--- src/rtl/hls_deadlock_monitor_param.sv ---
// Per-region deadlock monitor: combines child monitor blocks and own stream channels,
// filters transient stalls through a persistence FSM and keeps sticky/source/duration reports.
module hls_deadlock_monitor_param #(
   parameter int                           NUM_SUB        = 2,
   parameter int                           NUM_AXIS       = 8,
   parameter int                           NUM_IDLE       = 19,
   parameter int                           NUM_INST       = 11,
   parameter logic [NUM_SUB*NUM_AXIS-1:0]  SUB_AXIS_MASK  = '0,
   parameter logic [NUM_AXIS-1:0]          CUR_AXIS_MASK  = '0,
   parameter int                           PERSIST_CYCLES = 16,
   parameter int                           CNT_W          = 8,
   parameter int                           CYC_W          = 32,
   parameter int                           SRC_W          = $clog2(NUM_SUB + 1)
) (
   input  logic                 clock,
   input  logic                 reset,
   input  logic [NUM_AXIS-1:0]  axis_block_sigs,
   input  logic [NUM_IDLE-1:0]  inst_idle_sigs,
   input  logic [NUM_INST-1:0]  inst_block_sigs,
   input  logic [NUM_SUB-1:0]   sub_block,
   input  logic                 clear,
   output logic                 block,
   output logic                 block_confirmed,
   output logic                 block_sticky,
   output logic [SRC_W-1:0]     block_src,
   output logic [CYC_W-1:0]     block_cycles
);

   typedef enum logic [1:0] {
      IDLE      = 2'd0,
      SUSPECT   = 2'd1,
      CONFIRMED = 2'd2
   } state_t;

   localparam logic [CNT_W-1:0] PERSIST = CNT_W'(PERSIST_CYCLES);
   localparam logic [SRC_W-1:0] OWN_SRC = SRC_W'(NUM_SUB);

   state_t             state;
   state_t             state_next;
   logic [CNT_W-1:0]   cnt;
   logic [CNT_W-1:0]   cnt_next;
   logic [CNT_W-1:0]   cnt_inc;
   logic [NUM_SUB-1:0] sub_term;
   logic               own_term;
   logic               raw_hit;
   logic [SRC_W-1:0]   src_sel;
   logic               unused_inputs;

   // Instance idle/block flags only travel through the hierarchy to the children.
   assign unused_inputs = ^{inst_idle_sigs, inst_block_sigs};

   // A child counts only when it is blocked on a channel that is actually stalled here.
   for (genvar gi = 0; gi < NUM_SUB; gi++) begin : g_sub_term
      assign sub_term[gi] = sub_block[gi]
                          & (|(axis_block_sigs & SUB_AXIS_MASK[gi*NUM_AXIS +: NUM_AXIS]));
   end

   assign own_term = |(axis_block_sigs & CUR_AXIS_MASK);
   assign raw_hit  = (|sub_term) | own_term;
   assign cnt_inc  = cnt + CNT_W'(1);

   // Lowest contributing child wins; own channels are reported only when no child is.
   always_comb begin
      src_sel = OWN_SRC;
      for (int i = NUM_SUB - 1; i >= 0; i--) begin
         if (sub_term[i]) begin
            src_sel = SRC_W'(i);
         end
      end
   end

   always_comb begin
      state_next = state;
      cnt_next   = cnt;
      case (state)
         IDLE: begin
            if (raw_hit) begin
               cnt_next   = CNT_W'(1);
               state_next = (PERSIST_CYCLES == 1) ? CONFIRMED : SUSPECT;
            end
         end
         SUSPECT: begin
            if (!raw_hit) begin
               cnt_next   = '0;
               state_next = IDLE;
            end else begin
               cnt_next = cnt_inc;
               if (cnt_inc == PERSIST) begin
                  state_next = CONFIRMED;
               end
            end
         end
         CONFIRMED: begin
            if (!raw_hit) begin
               cnt_next   = '0;
               state_next = IDLE;
            end
         end
         default: begin
            cnt_next   = '0;
            state_next = IDLE;
         end
      endcase
   end

   always_ff @(posedge clock or negedge reset) begin
      if (!reset) begin
         state           <= IDLE;
         cnt             <= '0;
         block           <= 1'b0;
         block_confirmed <= 1'b0;
         block_sticky    <= 1'b0;
         block_src       <= '0;
         block_cycles    <= '0;
      end else begin
         state           <= state_next;
         cnt             <= cnt_next;
         block           <= raw_hit;
         block_confirmed <= (state_next == CONFIRMED);
         // clear beats set/increment; the FSM itself keeps running through a clear.
         if (clear) begin
            block_sticky <= 1'b0;
            block_src    <= '0;
            block_cycles <= '0;
         end else if (state_next == CONFIRMED) begin
            block_sticky <= 1'b1;
            if (!block_sticky) begin
               block_src <= src_sel;
            end
            if (block_cycles != {CYC_W{1'b1}}) begin
               block_cycles <= block_cycles + CYC_W'(1);
            end
         end
      end
   end

endmodule

--- config.mk ---
export PLATFORM = sky130hd
export DESIGN_NAME = hls_deadlock_monitor_param
export DESIGN_NICKNAME = d
export VERILOG_FILES = /design/src/rtl/hls_deadlock_monitor_param.sv
export SDC_FILE = /design/constraint.sdc
export NUM_CORES = 1
export LEC_CHECK = 0
export CORE_AREA = 2 2 63 65
export CTS_BUF_LIST = sky130_fd_sc_hd__clkbuf_8
export CTS_CLUSTER_SIZE = 8
export DETAILED_ROUTE_END_ITERATION = 10
export DIE_AREA = 0 0 65 67
export GPL_TIMING_DRIVEN = 0
export PLACE_DENSITY = 0.76
export SLEW_MARGIN = 20
export SYNTH_ARGS = -nofsm -noshare
export SYNTH_HDL_FRONTEND = slang
export SYNTH_SLANG_ARGS = --single-unit
--- constraint.sdc ---
create_clock -name clock -period 0.8 [get_ports clock]
set_input_delay 0.16 -clock clock [delete_from_list [all_inputs] [get_ports clock]]
set_output_delay 0.16 -clock clock [all_outputs]
set_load 0.01 [all_outputs]
==> Yosys cells after proc, flatten, opt, wreduce, memory -nomap -nowiden <==
Index checks and enable logic that the tools add are counted.
{ "word_totals": {"latch_bits": 0, "input_bits": 43, "regBits": 38, "mem_bits_ro": 0, "wordCells": 23, "mem_bits_rw": 0, "memories": 0, "output_inout_bits": 37} }
{ "op_classes": {"div": 0, "mul": 0, "shift": 0, "eq_ne": 3, "n_reduce_logical": 5, "add_sub_neg": 1, "bitwise": 0, "mux": 9, "order_cmp": 0} }
{ "ops": {"columns": ["operator", "n"], "rows": [
  ["32-bit 2-to-1 mux", 3],
  ["32-bit by 1-bit adder with 32-bit output (second input constant)", 1],
  ["32-bit inequality test (second input constant)", 1],
  ["2-bit 2-to-1 mux", 4],
  ["2-bit AND reduction", 2],
  ["2-bit nonzero test", 2],
  ["2-bit equality test (second input constant)", 1],
  ["2-bit logical NOT", 1],
  ["1-bit 2-to-1 mux", 2],
  ["2-bit inequality test (second input constant)", 1]
]} }

==> Depth between registers and ports, before layout <==
{ "logic_depth": {"word_depth": 5, "mapped_depth": 2, "depth_no_buf": 1} }

==> Worst setup path before layout <==
No wires, ideal clock.
{ "synth_path": {"path_kind": "register to register", "startpoint": "register block_cycles[14]", "endpoint": "register block_cycles[14]", "synth_period_minus_slack_ns": 0.697, "arrival_time_ns": 0.577, "stages_incl_launch_ff": 2, "path_buffers": 0, "t_required_ns": 0.680, "setup_time_ns": 0.120, "slack_ns": 0.103, "path_cell_list": "dfrtp_1 > and2b_2"} }
{ "synth_between": {"elab_chain_len": 4, "word_cells_on_any_way": 7, "cone_classes": "add/sub: 1; eq/ne: 1; mux: 3; reduce/logical: 2"} }
{ "synth_rtl": {"columns": ["item", "line_no", "source"], "rows": [
  ["from (decl)", "26", "output logic [CYC_W-1:0] block_cycles"],
  ["from (signal assigned)", "131", "block_cycles <= block_cycles + CYC_W'(1);"],
  ["32-bit by 1-bit adder with 32-bit output", "131", null],
  ["32-bit 2-to-1 mux", "130", "if (block_cycles != {CYC_W{1'b1}}) begin"],
  ["32-bit 2-to-1 mux", "125", "end else if (state_next == CONFIRMED) begin"],
  ["32-bit 2-to-1 mux", "121", "if (clear) begin"]
]} }
Parallel ways exist; a longest one is shown, timed or not. The select of a mux whose other input is x is not followed.
A chain may end at the register's enable or synchronous reset.

==> Final worst setup path <==
{ "layout_path": {"startpoint": "register block_cycles[5]", "endpoint": "output port block_cycles[5]"} }
No word-level cell between the ends.

==> flow_summary.toml <==
[logic_synthesis]
synthCells = 75
yosysSeqAreaShare_pct = 76.1
synth_compound_area_share_pct = 0
ys_types = 6
netlist_area_um2 = 1150
yosysWarnings = 0
synthSimpleGateAreaFrac_pct = 19.3
avgSynthCellArea_um2 = 15.3
ys_seq_elements = 35
synth_top_family_by_area = "simple AND/OR/NAND/NOR gates"
synth_adder_area_share_pct = 0
muxShareOfSynthArea_pct = 0
synth_xor_xnor_area_share_pct = 0

[global_routing]
grt_pass1_wl_um = 3480
groute.usage.overall_pct = 11.2
grt_start_max_net_pins = 36
grt_pass1_vias = 696
grt-ovfl-total = 0
antenna_found_initial = 0

[outcome]
status = "complete, but fails checks"
violations = "hold timing, setup timing"

[pwr]
finalPower_mw = 3.45
power_per_cell_area_nw_per_um2 = 2140
peakVddDrop_mv = 1.41
p_leak_nw = 0.934

[detailed_routing]
drtIter0Drc = 21
wl_per_cell_um = 12.1
ant_nets = 0
firstDrtPassIters = 2
vias = 701
viasPerCell = 3.92
drt_wl_total_um = 2160
route.detailed.drc = 0

[finish]
layout.nets = 173
areaGrowthSynthToFinish_pct = 40.4
insertedDiodeCount = 0
layout-drive-gt1-share_pct = 48.1

[sta]
timing.final.ws_setup_ps = -168
final.period_utilization_pct = 121
hold_slack_ps = -63.0
hold_viol = 35
relSlewSlack_pct = 50.9
setup_viol = 37
grt_setup_unrepaired = "true"
finalCriticalPeriod_ps = 968
tightest_slew_ps = 737
slew_viol_final = 0
fmax_mhz = 1030
fin_skew_ps = 0
setup_tns_ps = -5350

[clock_tree]
cts_tree = "done"
clkSlewWorstSetupHoldPaths_ps = 70
cts_buffers = 5
cts_buffer_depth = 2
cts_max_level = 2
numClockSinks = 35
root_buffer = "clkbuf_8"
clock_latency_ps = 280

[setup_path]
cp_cell_sequence = "buf_2"
endpoint_kind = "output port"
arrival_ps = 810
cp_slowest_cell = "dfrtp_1"
crit_type = "reg -> out"
regToRegSetupSlack_ps = -30
crit_family = "flip-flops"
startpoint_type = "flop"
cp_max_fo = 2
worstPathRequired_ps = 640
slowest_delay_ps = 380
cp_num_buf_inv = 1

[placement]
port-buffer-count = 37
place_congestion = 0.615
dp_hpwl_um = 1480

[run]
cap_viol_max_count = 0

[floorplan]
rows = 22
start_util_pct = 31.9
io_pins = 80
core_area_um2 = 3610
die_h_um = 67
die_area_um2 = 4360
die_x_um = 65

[worst_hold_path]
hold_class = "in -> async"
==> cells in the mapped netlist (all sizes together) <==
cell type / count / area [um^2]
buf: 5 / 48.8
and2b: 4 / 35.0
nor2b: 30 / 188
conb: 1 / 3.75
dfrtp: 35 / 876
==> report_power, final <==
group	internal, mW	leakage (nW)	switching (mW)
registers	1.77	0.487	0.000505
logic	0.0287	0.385	0.0671
clock network	1.01	0.0612	0.578
==> layout make-up <==
type | count | area (um^2)
fillers | 370 | 1990
flip-flops and latches | 35 | 876
repair buffers | 46 | 273
multi-input cells | 37 | 241
clock buffers | 6 | 82.6
well taps | 48 | 60.1
plain buffers | 5 | 48.8
clock inverters | 2 | 35.0
==> stage by stage <==
stage / hold WS (ps) / cell area (um^2) / setup WS (ps) / std cells / utilization, %
6_report: -63.0 / 1620 / -168 / 179 / 44.8
5_1_grt: -4.13 / 1620 / -200 / 179 / 44.8
4_1_cts: -45.4 / 1560 / -187 / 175 / 43.3
3_5_place_dp: 266 / 1580 / -361 / 162 / 43.9
3_3_place_gp: 484 / 1590 / -1010 / 162 / 44.1
2_1_floorplan: -136 / 1160 / 103 / 77 / -
==> path summary, 6_finish.rpt <==
kind / cells after the start / from / end
hold / removal: 1 / reset / block_cycles[13]
max in group asynchronous: 1 / reset / block_cycles[22]
setup / recovery: 1 / block_cycles[5] / block_cycles[5]
hold reg to reg: 1 / block_cycles[28] / block_cycles[28]
setup reg to reg: 3 / block_cycles[5] / block_cycles[5]
min in group clock: 2 / clear / block_cycles[15]
==> flip-flops by register name, indices dropped and copies added, names as in the netlist <==
signal           cells
block_sticky         1
block_src            1
block_confirmed      1
block_cycles        32
==> layer usage <==
metal	vias to the layer above	part of all wire (%)	track usage, %
met5	-	0	0
met4	0	2.1	6.38
met3	6	5.6	4.22
met2	24	51	17.5
met1	345	41	13.2
li1	326	-	-
==> timing repair <==
action | 4_1_cts | 5_1_grt
buffers inserted | 5 | 4
endpoints found under the hold margin | 35 | 11
endpoints found under the setup margin | 69 | 38
gates resized for setup | 141 | 4
cloned | 0 | 0
pin swaps | 0 | 0
==> cells by family (layout without fill, tap and decap cells) <==
group,after synthesis,in the layout
buffers and inverters,5,59
DFF,35,35
other,1,3
and+or+nand+nor,34,34
==> cells in the final DEF (no fill, tap or decap) <==
cell and instances:
and2b_2 4, buf_2 34, nor2b_4 1, dlygate4sd2_1 1, buf_4 10, buf_6 6
bufinv_16 1, conb_1 3, clkbuf_8 6, dfrtp_1 35, clkinv_2 1, nor2b_1 29
No activity file was read; power rests on OpenSTA's default activity.
